===== src/rtl/left_shift_sequencer_pkg.sv =====
// Shared definitions for the multi-cycle left-shift sequencer: state encoding,
// default widths and the sign-change helper used by the single-step stage.
package left_shift_sequencer_pkg;

  localparam int DEFAULT_WIDTH = 8;
  localparam int DEFAULT_CNT_W = 4;

  typedef enum logic [1:0] {
    ST_IDLE  = 2'd0,
    ST_SHIFT = 2'd1,
    ST_DONE  = 2'd2
  } state_e;

  // A one-position left shift changes the sign exactly when the two top bits differ.
  function automatic logic sign_change(input logic msb, input logic next_msb);
    return msb ^ next_msb;
  endfunction

endpackage


===== src/rtl/left_shift_sequencer_step.sv =====
// Single-position logical left-shift stage: next work value, bit shifted out of
// the MSB, and whether this step flips the sign bit.
import left_shift_sequencer_pkg::*;

module left_shift_step #(
  parameter int WIDTH = DEFAULT_WIDTH
) (
  input  logic [WIDTH-1:0] x,
  output logic [WIDTH-1:0] y,
  output logic             cout,
  output logic             sgn_chg
);

  // Purely combinational shift by one with zero fill.
  always_comb begin
    y       = {x[WIDTH-2:0], 1'b0};
    cout    = x[WIDTH-1];
    sgn_chg = sign_change(x[WIDTH-1], x[WIDTH-2]);
  end

endmodule


===== src/rtl/left_shift_sequencer.sv =====
// Multi-cycle logical left shifter: accepts an operand and count, shifts one
// position per clock through left_shift_step, then holds the result until consumed.
import left_shift_sequencer_pkg::*;

module left_shift_sequencer #(
  parameter int WIDTH = DEFAULT_WIDTH,
  parameter int CNT_W = DEFAULT_CNT_W
) (
  input  logic             clk,
  input  logic             rst_n,
  input  logic             in_valid,
  output logic             in_ready,
  input  logic [WIDTH-1:0] in_x,
  input  logic [CNT_W-1:0] in_amt,
  output logic             out_valid,
  input  logic             out_ready,
  output logic [WIDTH-1:0] out_f,
  output logic             out_cout,
  output logic             out_ovf
);

  state_e           state_q, state_d;
  logic [WIDTH-1:0] work_q, work_d;
  logic [CNT_W-1:0] cnt_q, cnt_d;
  logic             cout_q, cout_d;
  logic             ovf_q, ovf_d;

  logic             in_ready_q, in_ready_d;
  logic             out_valid_q, out_valid_d;
  logic [WIDTH-1:0] out_f_q, out_f_d;
  logic             out_cout_q, out_cout_d;
  logic             out_ovf_q, out_ovf_d;

  logic [CNT_W-1:0] amt_sat_s;
  logic [WIDTH-1:0] step_y_s;
  logic             step_cout_s;
  logic             step_chg_s;

  left_shift_step #(.WIDTH(WIDTH)) u_step (
    .x       (work_q),
    .y       (step_y_s),
    .cout    (step_cout_s),
    .sgn_chg (step_chg_s)
  );

  // Saturate the requested count at WIDTH; anything larger shifts everything out.
  always_comb begin
    if (in_amt > CNT_W'(WIDTH)) begin
      amt_sat_s = CNT_W'(WIDTH);
    end else begin
      amt_sat_s = in_amt;
    end
  end

  // Next-state logic for the FSM, working register, counter and flags.
  always_comb begin
    state_d = state_q;
    work_d  = work_q;
    cnt_d   = cnt_q;
    cout_d  = cout_q;
    ovf_d   = ovf_q;
    case (state_q)
      ST_IDLE: begin
        if (in_valid) begin
          work_d = in_x;
          cnt_d  = amt_sat_s;
          cout_d = 1'b0;
          ovf_d  = 1'b0;
          if (amt_sat_s == {CNT_W{1'b0}}) begin
            state_d = ST_DONE;
          end else begin
            state_d = ST_SHIFT;
          end
        end else begin
          state_d = ST_IDLE;
        end
      end
      ST_SHIFT: begin
        work_d = step_y_s;
        cout_d = step_cout_s;
        ovf_d  = ovf_q | step_chg_s;
        cnt_d  = cnt_q - CNT_W'(1);
        if (cnt_q == CNT_W'(1)) begin
          state_d = ST_DONE;
        end else begin
          state_d = ST_SHIFT;
        end
      end
      ST_DONE: begin
        if (out_ready) begin
          state_d = ST_IDLE;
        end else begin
          state_d = ST_DONE;
        end
      end
      default: begin
        state_d = ST_IDLE;
        work_d  = {WIDTH{1'b0}};
        cnt_d   = {CNT_W{1'b0}};
        cout_d  = 1'b0;
        ovf_d   = 1'b0;
      end
    endcase
  end

  // Output registers track the next state so the ports come straight from flops
  // and read zero whenever the result is not being presented.
  always_comb begin
    in_ready_d  = (state_d == ST_IDLE);
    out_valid_d = (state_d == ST_DONE);
    if (out_valid_d) begin
      out_f_d    = work_d;
      out_cout_d = cout_d;
      out_ovf_d  = ovf_d;
    end else begin
      out_f_d    = {WIDTH{1'b0}};
      out_cout_d = 1'b0;
      out_ovf_d  = 1'b0;
    end
  end

  // State, datapath and output registers with asynchronous active-low reset.
  always_ff @(posedge clk or negedge rst_n) begin
    if (!rst_n) begin
      state_q     <= ST_IDLE;
      work_q      <= {WIDTH{1'b0}};
      cnt_q       <= {CNT_W{1'b0}};
      cout_q      <= 1'b0;
      ovf_q       <= 1'b0;
      in_ready_q  <= 1'b1;
      out_valid_q <= 1'b0;
      out_f_q     <= {WIDTH{1'b0}};
      out_cout_q  <= 1'b0;
      out_ovf_q   <= 1'b0;
    end else begin
      state_q     <= state_d;
      work_q      <= work_d;
      cnt_q       <= cnt_d;
      cout_q      <= cout_d;
      ovf_q       <= ovf_d;
      in_ready_q  <= in_ready_d;
      out_valid_q <= out_valid_d;
      out_f_q     <= out_f_d;
      out_cout_q  <= out_cout_d;
      out_ovf_q   <= out_ovf_d;
    end
  end

  assign in_ready  = in_ready_q;
  assign out_valid = out_valid_q;
  assign out_f     = out_f_q;
  assign out_cout  = out_cout_q;
  assign out_ovf   = out_ovf_q;

endmodule

===== config.mk =====
export PLATFORM = sky130hd
export DESIGN_NAME = left_shift_sequencer
export DESIGN_NICKNAME = d
export VERILOG_FILES = /design/src/rtl/left_shift_sequencer_pkg.sv /design/src/rtl/left_shift_sequencer_step.sv /design/src/rtl/left_shift_sequencer.sv
export SDC_FILE = /design/constraint.sdc
export NUM_CORES = 1
export LEC_CHECK = 0
export CAP_MARGIN = 20
export CORE_MARGIN = 3
export CORE_UTILIZATION = 50
export CTS_BUF_LIST = sky130_fd_sc_hd__clkbuf_2
export CTS_CLUSTER_DIAMETER = 50
export DETAILED_ROUTE_END_ITERATION = 8
export DONT_BUFFER_PORTS = 1
export PLACE_DENSITY = 0.64
export SLEW_MARGIN = 20
export SYNTH_ARGS = -nofsm -noshare
export SYNTH_HDL_FRONTEND = slang
export SYNTH_SLANG_ARGS = --single-unit

===== constraint.sdc =====
create_clock -name clk -period 4.7 [get_ports clk]
set_input_delay 0.94 -clock clk [delete_from_list [all_inputs] [get_ports clk]]
set_output_delay 0.94 -clock clk [all_outputs]
set_load 0.01 [all_outputs]

Word-level counts from Yosys, hierarchy flattened
Index checks and enable logic that the tools add are counted.

Register bits: 28. Bits of input ports: 16. Output and inout port bits: 12. Word-level logic and storage cells: 41.

Add/subtract/negate cells: 1. Magnitude comparators: 1. Equality and inequality tests: 5. Muxes and demuxes: 17. Bitwise gates (word level): 3. Reductions and logical operators: 4.

Operator list (number): one-hot mux 8 bit (3 select lines) (1); two-way mux 8 bit (2); one-hot mux 4 bit (3 select lines) (1); two-way mux 2 bit (4); two-way mux 4 bit (2); one-hot mux 1 bit (3 select lines) (2); one-hot mux 2 bit (3 select lines) (1); == test 2 bit, second input constant (2); == test 4 x 1 -> 1 bit, second input constant (1); > comparator 4 bit, second input constant (1); logical NOT 2 bit (2); logical NOT 4 bit (1); two-way mux 1 bit (4); subtractor 4 x 1 -> 4 bit, second input constant (1); == test 2 x 1 -> 1 bit, second input constant (1); != test 2 bit, second input constant (1); AND reduction 2 bit (1); NOT 1 bit (1); OR 1 bit (1); bitwise XOR 1 bit (1).

Logic depth before layout (Yosys ltp)
Gate-level depths: netlist (run 1).

Depth in word-level cells: 8. Mapped depth: 7. Mapped depth without buffers: 6.

Hierarchy
From an unflattened synthesis (run 1), not the netlist that was laid out.

Cell total of the unflattened synthesis: 142. Area, all modules: 1471.4 sq um.

Modules (own cells, without submodules): left_shift_sequencer (instances 1, cells an instance 131, area each 1391.3 sq um, seq. area each 701.9 sq um); left_shift_step (instances 1, cells an instance 11, area each 80.1 sq um, seq. area each 0.0 sq um).

Worst setup path after synthesis (run 1)
OpenSTA, ideal clock, no wires.

Path kind: in2reg. Start: input in_valid. End: register out_ovf_q (netlist: out_ovf). Setup time: 0.135 ns. Data arrival time: 1.757 ns. Required time: 4.565 ns. Setup slack: 2.808 ns. Cell stages on the path: 6. Buffers on the path: 2. Cells stage by stage: nor2b_4 buf_6 a221oi_1 nand2b_1 buf_6 a2111oi_4.

Word-level cells in the longest chain between the ends: 4. Elaborated cells between the ends (all ways): 6. Those cells by class: eq/ne: 1; mux: 5.

Ends and longest elaborated chain: from (decl) (RTL line left_shift_sequencer.sv:11) `input logic in_valid,`; two-way mux 2 bit (RTL line left_shift_sequencer.sv:64) `if (in_valid) begin`; one-hot mux 2 bit (3 select lines) (RTL line left_shift_sequencer.sv:62) `case (state_q)`; == test 2 bit (RTL line left_shift_sequencer.sv:110) `out_valid_d = (state_d == ST_DONE);`; two-way mux 1 bit * (RTL line left_shift_sequencer.sv:111) `if (out_valid_d) begin`; via out_ovf_d (RTL line left_shift_sequencer.sv:32) `logic out_ovf_q, out_ovf_d;`; to (signal assigned) (RTL line left_shift_sequencer.sv:145) `out_ovf_q <= out_ovf_d;`; to (decl) (RTL line left_shift_sequencer.sv:32).

The timed path passes the listed nets; every way through them passes the cells marked *. A chain may end at the register's enable or synchronous reset.

Final worst setup path (run 1)
Start: register state_q[1]. End: register out_f_q[7] (netlist: out_f[7]).

Word-level cells in the longest chain between the ends: 4. Elaborated cells between the ends (all ways): 7. Those cells by class: eq/ne: 3; mux: 3; reduce/logical: 1.

Ends and longest elaborated chain: from (decl) (RTL line left_shift_sequencer.sv:22) `state_e state_q, state_d;`; from (signal assigned) (RTL line left_shift_sequencer.sv:136) `state_q <= state_d;`; == test 2 bit, or another cell as far along (RTL line left_shift_sequencer.sv:62); one-hot mux 2 bit (3 select lines) (RTL line left_shift_sequencer.sv:62); == test 2 bit (RTL line left_shift_sequencer.sv:110); two-way mux 8 bit * (RTL line left_shift_sequencer.sv:111); via out_f_d[7] (RTL line left_shift_sequencer.sv:30) `logic [WIDTH-1:0] out_f_q, out_f_d;`; to (signal assigned) (RTL line left_shift_sequencer.sv:132) `out_f_q <= {WIDTH{1'b0}};`; to (signal assigned) (RTL line left_shift_sequencer.sv:143) `out_f_q <= out_f_d;`; to (decl) (RTL line left_shift_sequencer.sv:30).

Marked as above.

==> results of run 1 <==
## cell families after synthesis
logic type | count (synthesis)
muxes | 2
DFF | 28
AOI/OAI and AO/OA | 32
adders and majority gates | 2
xor gates and xnor gates | 3
and+or+nand+nor | 41
buffers and inverters | 16
## through the flow
stage          hold WS (ns)  worst slack (ns)  utilization, %  instance area [sq um]
2_1_floorplan         0.466              2.81               -                   1320
3_3_place_gp          0.483              2.49            54.5                   1290
3_5_place_dp          0.482              2.50            54.5                   1290
4_1_cts               0.187              2.68            56.4                   1330
5_1_grt               0.157              2.48            56.4                   1330
6_report              0.217              2.67            56.4                   1330
## layer usage
layer  track usage (%)  up-vias
met5                 0        -
met3              2.04        2
li1                  -      416
met2              27.2       23
met4              4.97        0
met1              20.7      420
## cells in the final DEF, fill, tap and decap left out, types with 2 or more instances in the layout
master | synthesis | final
a21oi_1 | 10 | 10
a22oi_1 | 7 | 7
clkbuf_2 | 1 | 3
dfrtp_1 | 27 | 27
ha_1 | 2 | 2
inv_1 | 9 | 9
mux2i_1 | 2 | 2
nand2_1 | 18 | 18
nand2b_1 | 2 | 2
nand3_1 | 2 | 2
nor2_1 | 4 | 4
nor2b_1 | 2 | 2
nor3_1 | 2 | 2
o21ai_0 | 4 | 4
o31ai_1 | 3 | 3
or2_2 | 6 | 6
xnor2_1 | 2 | 2
## worst max-delay path, stage by stage, from the launching register on
cell      delay, ns
dfrtp_1        0.88
nor2b_4        0.13
a221oi_1       0.35
nand2b_1       0.46
a21oi_1        0.11
## worst max path at each step
stage | startpoint | end | slack, ns | cells past startpoint
CTS | state_q[1]$_DFF_PN0_ | out_f[1]$_DFF_PN0_ | 2.68 | 4
detailed placement | in_amt[0] | out_ovf$_DFF_PN0_ | 2.50 | 4
finish | state_q[1]$_DFF_PN0_ | out_f[7]$_DFF_PN0_ | 2.67 | 4
floorplan | in_valid | out_ovf$_DFF_PN0_ | 2.81 | 6
global placement | in_amt[0] | out_ovf$_DFF_PN0_ | 2.49 | 4
global route | state_q[1]$_DFF_PN0_ | out_f[7]$_DFF_PN0_ | 2.48 | 4
## cell type report
type,count,area [sq um],share of cell area [%]
Sequential cell,28,702,52.7
Tap cell,28,35.0,2.63
Clock inverter,1,30.0,2.25
Multi-Input combinational cell,80,517,38.8
Clock buffer,3,15.0,1.13
Inverter,9,33.8,2.54
## registers in the layout, summed over array words and instances (netlist names)
signal / flops
work_q: 8
state_q: 2
out_f: 8
out_ovf: 1
cnt_q: 4
out_cout: 1
ovf_q: 1
cout_q: 1
out_valid: 1
in_ready: 1
## power by group through the flow
stage          registers (uW)  logic, uW  clock network, uW
2_1_floorplan             401        310                  0
3_5_place_dp              459        277                  0
6_report                  452        277                143
5_1_grt                   467        318                158
4_1_cts                   454        279                150
3_3_place_gp              459        273                  0
==> results.py, run 1 <==
metrics = {
    "outcome": {
        "status": "finished, final reports clean",
    },
    "placed_design": {
        "place_inst": 145,
        "dpl.hpwl_um": 1630,
        "port_buffers": 0,
        "gp_congestion": 0.772,
    },
    "floorplanning": {
        "start_util_pct": 55.8,
        "pin_count": 28,
        "die_w_um": 57.3,
        "fp.dieH_um": 57.3,
        "core-area_sq_um": 2360,
        "row_count": 17,
        "die_area_sq_um": 3290,
    },
    "worst_setup_path": {
        "path_class": "reg -> reg",
        "r2r_end": "out_f[7]$_DFF_PN0_",
        "worstPathArrival_ns": 2.29,
        "rrSetupSlack_ns": 2.67,
        "critPathRequiredTime_ns": 4.96,
        "reg2regPathDepth": 4,
        "timing.rr.start": "state_q[1]$_DFF_PN0_",
        "crit_path_end_kind": "flop",
        "cp_max_fo": 20,
        "timing.critical_path.from_type": "flop",
    },
    "power_and_ir_drop": {
        "clockPowerShare_pct": 16.4,
        "combPwrFrac_pct": 31.8,
        "power_uw": 873,
        "p_sw_uw": 343,
        "seq_power_share_pct": 51.8,
        "p_int_uw": 529,
        "vdd_drop_max_v": 0.000315,
        "swShare_pct": 39.4,
        "power_density_nw_per_um2": 655,
        "p_leak_uw": 0.000625,
    },
    "synth": {
        "yosysTopAreaCell": "dfrtp_1",
        "syn_inst": 124,
        "synth-xor-area-share_pct": 1.99,
        "ys_top_cells_by_count": "27 x dfrtp_1, 18 x nand2_1, 10 x a21oi_1, 9 x inv_1, 7 x a22oi_1",
        "seq_area_frac_synth_pct": 53.3,
        "synth-main-ff-cell": "dfrtp_1",
        "yosys.area.top_type_share_pct": 51.3,
        "synth_nets": 142,
        "synth-edff-count": 0,
        "synthTopCellsByArea": "dfrtp_1 51%, nand2_1 5.1%, a22oi_1 4.0%",
        "synth_top_family_by_area": "compound AO/OA/AOI/OAI gates",
        "avgSynthCellArea_sq_um": 10.6,
        "async_flop_share_pct": 100,
        "synthSimpleGateAreaFrac_pct": 16.3,
        "synth.distinct_cells": 34,
        "yosys_warnings": 0,
        "synth-adder-area-share_pct": 1.90,
        "yosysMostFrequentCell": "dfrtp_1",
        "synth_mux_area_share_pct": 1.52,
        "ys_seq_elements": 28,
        "synth_compound_area_share_pct": 17.5,
        "syn_area_sq_um": 1320,
    },
    "sta": {
        "rsz0062_at_grt": "no",
        "setup_viol": 0,
        "tns_ns": 0,
        "worstMarginPinSlew_ns": 0.760,
        "relSlewSlack_pct": 49.3,
        "timing.final.crit_share_pct": 43.2,
        "skew_ns": 0.0122,
        "hold_viol": 0,
        "report.final.slew_viol_count": 0,
        "fmax_ghz": 0.493,
        "period_needed_ns": 2.03,
    },
    "flow_run": {
        "cap_violations": 0,
    },
    "detailed_routing": {
        "top_layer": "met4",
        "vias_per_cell": 5.78,
        "drtIter0Drc": 23,
        "met2_length_um": 1200,
        "first_pass_iters": 4,
        "vias": 861,
        "drc": 0,
        "wl_per_cell_um": 15.9,
        "routed_wl_um": 2370,
        "wl_met1_um": 1050,
        "routed-wl-met3_um": 113,
        "ant_nets": 0,
    },
    "cts": {
        "tritoncts": "done",
        "numClockSinks": 28,
        "clock_latency_ns": 0.36,
        "clock_path_buffers": 2,
        "h-tree-depth": 1,
        "path_clk_slew_ns": 0.26,
        "cts-root-buf": "clkbuf_2",
        "ctsResizeCount": 0,
        "cts_setup_buffers": 0,
        "cts_hold_buf": 0,
        "cts_inserted_buffers": 3,
    },
    "final_layout": {
        "finalNonFillerCells": 149,
        "layout-drive-gt1-share_pct": 14.0,
        "finalNetCount": 140,
        "fill_cells": 202,
        "area_growth_pct": 1.14,
        "num_antenna_cells": 0,
    },
    "global_routing": {
        "grt_usage_pct": 15.8,
        "grt_start_max_net_pins": 29,
        "antenna_found_initial": 0,
        "grt_pass1_vias": 896,
        "grt_pass1_wl_um": 4070,
        "grt_overflow": 0,
    },
    "worst_hold_path": {
        "hold_class": "in -> async",
    },
}
(Power assumes the default switching activity.)
==> run 2: changes to the inputs <==
==> constraint.sdc (replaced) <==
create_clock -name clk -period 1.9 [get_ports clk]
set_input_delay 0.38 -clock clk [delete_from_list [all_inputs] [get_ports clk]]
set_output_delay 0.38 -clock clk [all_outputs]
set_load 0.01 [all_outputs]
==> run 2 against run 1 <==
  * Power rose to 2.6 times the previous value
  * Cell count rose by 6.0%
  * Maximum frequency rose by 18%
  * Design area rose by 6.6%
  * Via count rose by 5.7%
  * Sequential power rose by 130%
  * Largest cell class unchanged
  * Largest power group unchanged
==> results.py, run 2 (synthesized netlist as in run 1, its figures left out) <==
metrics = {
    "worst_setup_path": {
        "critPathRequiredTime_ns": 2.19,
        "path_class": "reg -> reg",
        "cp_max_fo": 10,
        "worstPathArrival_ns": 2.00,
        "critPathBufInv": 1,
        "reg2regPathDepth": 6,
        "timing.rr.start": "cnt_q[1]$_DFFE_PN0P_",
        "critPathSlowestCell": "dfrtp_1",
        "cp_cell_sequence": "inv_1 > ha_1 > or3b_4 > o21ai_2 > nand2b_2 > a2111oi_4",
        "rrSetupSlack_ns": 0.18,
        "cpPeakStageDelay_ns": 0.47,
        "crit_path_end_kind": "flop",
        "critical_path.top_delay_family": "simple AND/OR/NAND/NOR gates",
        "r2r_end": "out_ovf$_DFF_PN0_",
        "timing.critical_path.from_type": "flop",
    },
    "placed_design": {
        "port_buffers": 0,
        "gp_congestion": 0.878,
        "postPlaceCellArea_sq_um": 1330,
        "dpl.hpwl_um": 1800,
    },
    "global_routing": {
        "use_met2_pct": 31.0,
        "grt_overflow": 0,
        "met3_usage_pct": 2.94,
        "grt_pass1_wl_um": 4550,
        "grt_util_met1_pct": 21.9,
        "grt_start_max_net_pins": 29,
        "grt_usage_pct": 17.8,
        "grt-busiest-layer": "met2",
        "antenna_found_initial": 0,
        "grt_pass1_vias": 998,
    },
    "final_layout": {
        "layout-drive-gt1-share_pct": 19.2,
        "fin_util_pct": 60.1,
        "most-common-layout-cells": "27 x dfrtp_1, 18 x nand2_1, 10 x a21oi_1, 9 x inv_1, 7 x a22oi_1",
        "area_growth_pct": 7.79,
        "mostFrequentLayoutCell": "dfrtp_1",
        "fill_cells": 193,
        "finalNetCount": 149,
        "num_antenna_cells": 0,
        "final_area_sq_um": 1420,
    },
    "flow_run": {
        "cap_violations": 0,
    },
    "power_and_ir_drop": {
        "vdd_drop_max_v": 0.000984,
        "p_int_uw": 1390,
        "p_leak_uw": 0.000674,
        "swShare_pct": 39.6,
        "power_density_nw_per_um2": 1620,
        "seq_power_share_pct": 45.2,
        "p_sw_uw": 909,
        "combPwrFrac_pct": 39.4,
        "clockPowerShare_pct": 15.5,
    },
    "sta": {
        "setup_viol": 0,
        "relSlewSlack_pct": 68.5,
        "hold_viol": 0,
        "report.final.slew_viol_count": 0,
        "fmax_ghz": 0.583,
        "timing.final.crit_share_pct": 90.3,
        "period_needed_ns": 1.72,
        "tns_ns": 0,
        "rsz0062_at_grt": "no",
        "worstMarginPinSlew_ns": 0.471,
        "skew_ns": 0.00580,
    },
    "cts": {
        "h-tree-depth": 1,
        "cts-root-buf": "clkbuf_2",
        "tritoncts": "done",
        "numClockSinks": 28,
        "cts_setup_buffers": 0,
        "path_clk_slew_ns": 0.26,
        "clock_latency_ns": 0.36,
        "clock_path_buffers": 2,
        "cts_inserted_buffers": 3,
    },
    "floorplanning": {
        "pin_count": 28,
        "core-area_sq_um": 2360,
        "die_area_sq_um": 3290,
        "die_w_um": 57.3,
        "fp.dieH_um": 57.3,
        "start_util_pct": 55.8,
        "row_count": 17,
    },
    "detailed_routing": {
        "vias": 910,
        "drc": 0,
        "wl_per_cell_um": 16.7,
        "vias_per_cell": 5.76,
        "drtIter0Drc": 16,
        "routed_wl_um": 2640,
        "first_pass_iters": 4,
        "ant_nets": 0,
    },
    "worst_hold_path": {
        "hold_class": "in -> reg",
        "whs_path_depth": 1,
        "holdCritStartpoint": "out_ready",
        "min_to": "out_cout$_DFF_PN0_",
    },
    "outcome": {
        "status": "finished, final reports clean",
    },
}
## run 2: cell types whose count changed in the layout (fill, tap and decap cells not counted)
cell           change
nand2b_2           +1
nand2b_1           -1
buf_12             +1
buf_4              +6
dlygate4sd3_1      +2
## run 2: metrics by stage
stage / total power (uW) / setup slack (ns) / hold slack [ns] / instances
after global placement: 1880 / 0.196 / 0.0850 / 151
after CTS: 2300 / 0.0295 / 0.0171 / 157
after floorplan: 1760 / 0.392 / 0.0844 / 124
after global routing: 2480 / 0.0765 / 0.0431 / 158
final: 2290 / 0.185 / 0.0944 / 158
after detailed placement: 1920 / 0.124 / 0.0851 / 151
## run 2: worst max-delay path by stage
| stage | startpoint | endpoint | slack, ns | cells past startpoint |
|---|---|---|---|---|
| finish | cnt_q[1]$_DFFE_PN0P_ | out_ovf$_DFF_PN0_ | 0.18 | 6 |
| global route | cnt_q[1]$_DFFE_PN0P_ | out_ovf$_DFF_PN0_ | 0.08 | 6 |
| CTS | cnt_q[1]$_DFFE_PN0P_ | out_ovf$_DFF_PN0_ | 0.03 | 6 |
| detailed placement | cnt_q[1]$_DFFE_PN0P_ | out_ovf$_DFF_PN0_ | 0.12 | 6 |
| global placement | cnt_q[1]$_DFFE_PN0P_ | out_ovf$_DFF_PN0_ | 0.20 | 6 |
| floorplan | cnt_q[1]$_DFFE_PN0P_ | out_ovf$_DFF_PN0_ | 0.39 | 7 |
## run 2: layer usage
layer	vias to the layer above	wire, um
met5	-	0
met4	0	29
met3	4	89
met2	21	1320
met1	447	1210
li1	438	-
## run 2: cell type report
type	instances	area [sq um]	area share [%]
clock inverter	1	30.0	2.11
timing repair buffer	9	85.1	5.99
clock buffer	3	15.0	1.06
tap	28	35.0	2.47
multi-input combinational	80	519	36.6
sequential	28	702	49.4
inverter	9	33.8	2.38
## run 2: repair_timing
action / 4_1_cts / 5_1_grt
gates resized for setup: 0 / 1
endpoints found under the setup margin: 0 / 7
endpoints found under the hold margin: 28 / 1
hold buffers: 2 / 1
## run 2: power groups by stage
stage	sequential, uW	combinational, uW	clock [uW]
floorplan	993	767	0
global placement	1040	838	0
detailed placement	1050	863	0
CTS	1040	893	365
global route	1070	1020	392
finish	1040	904	355
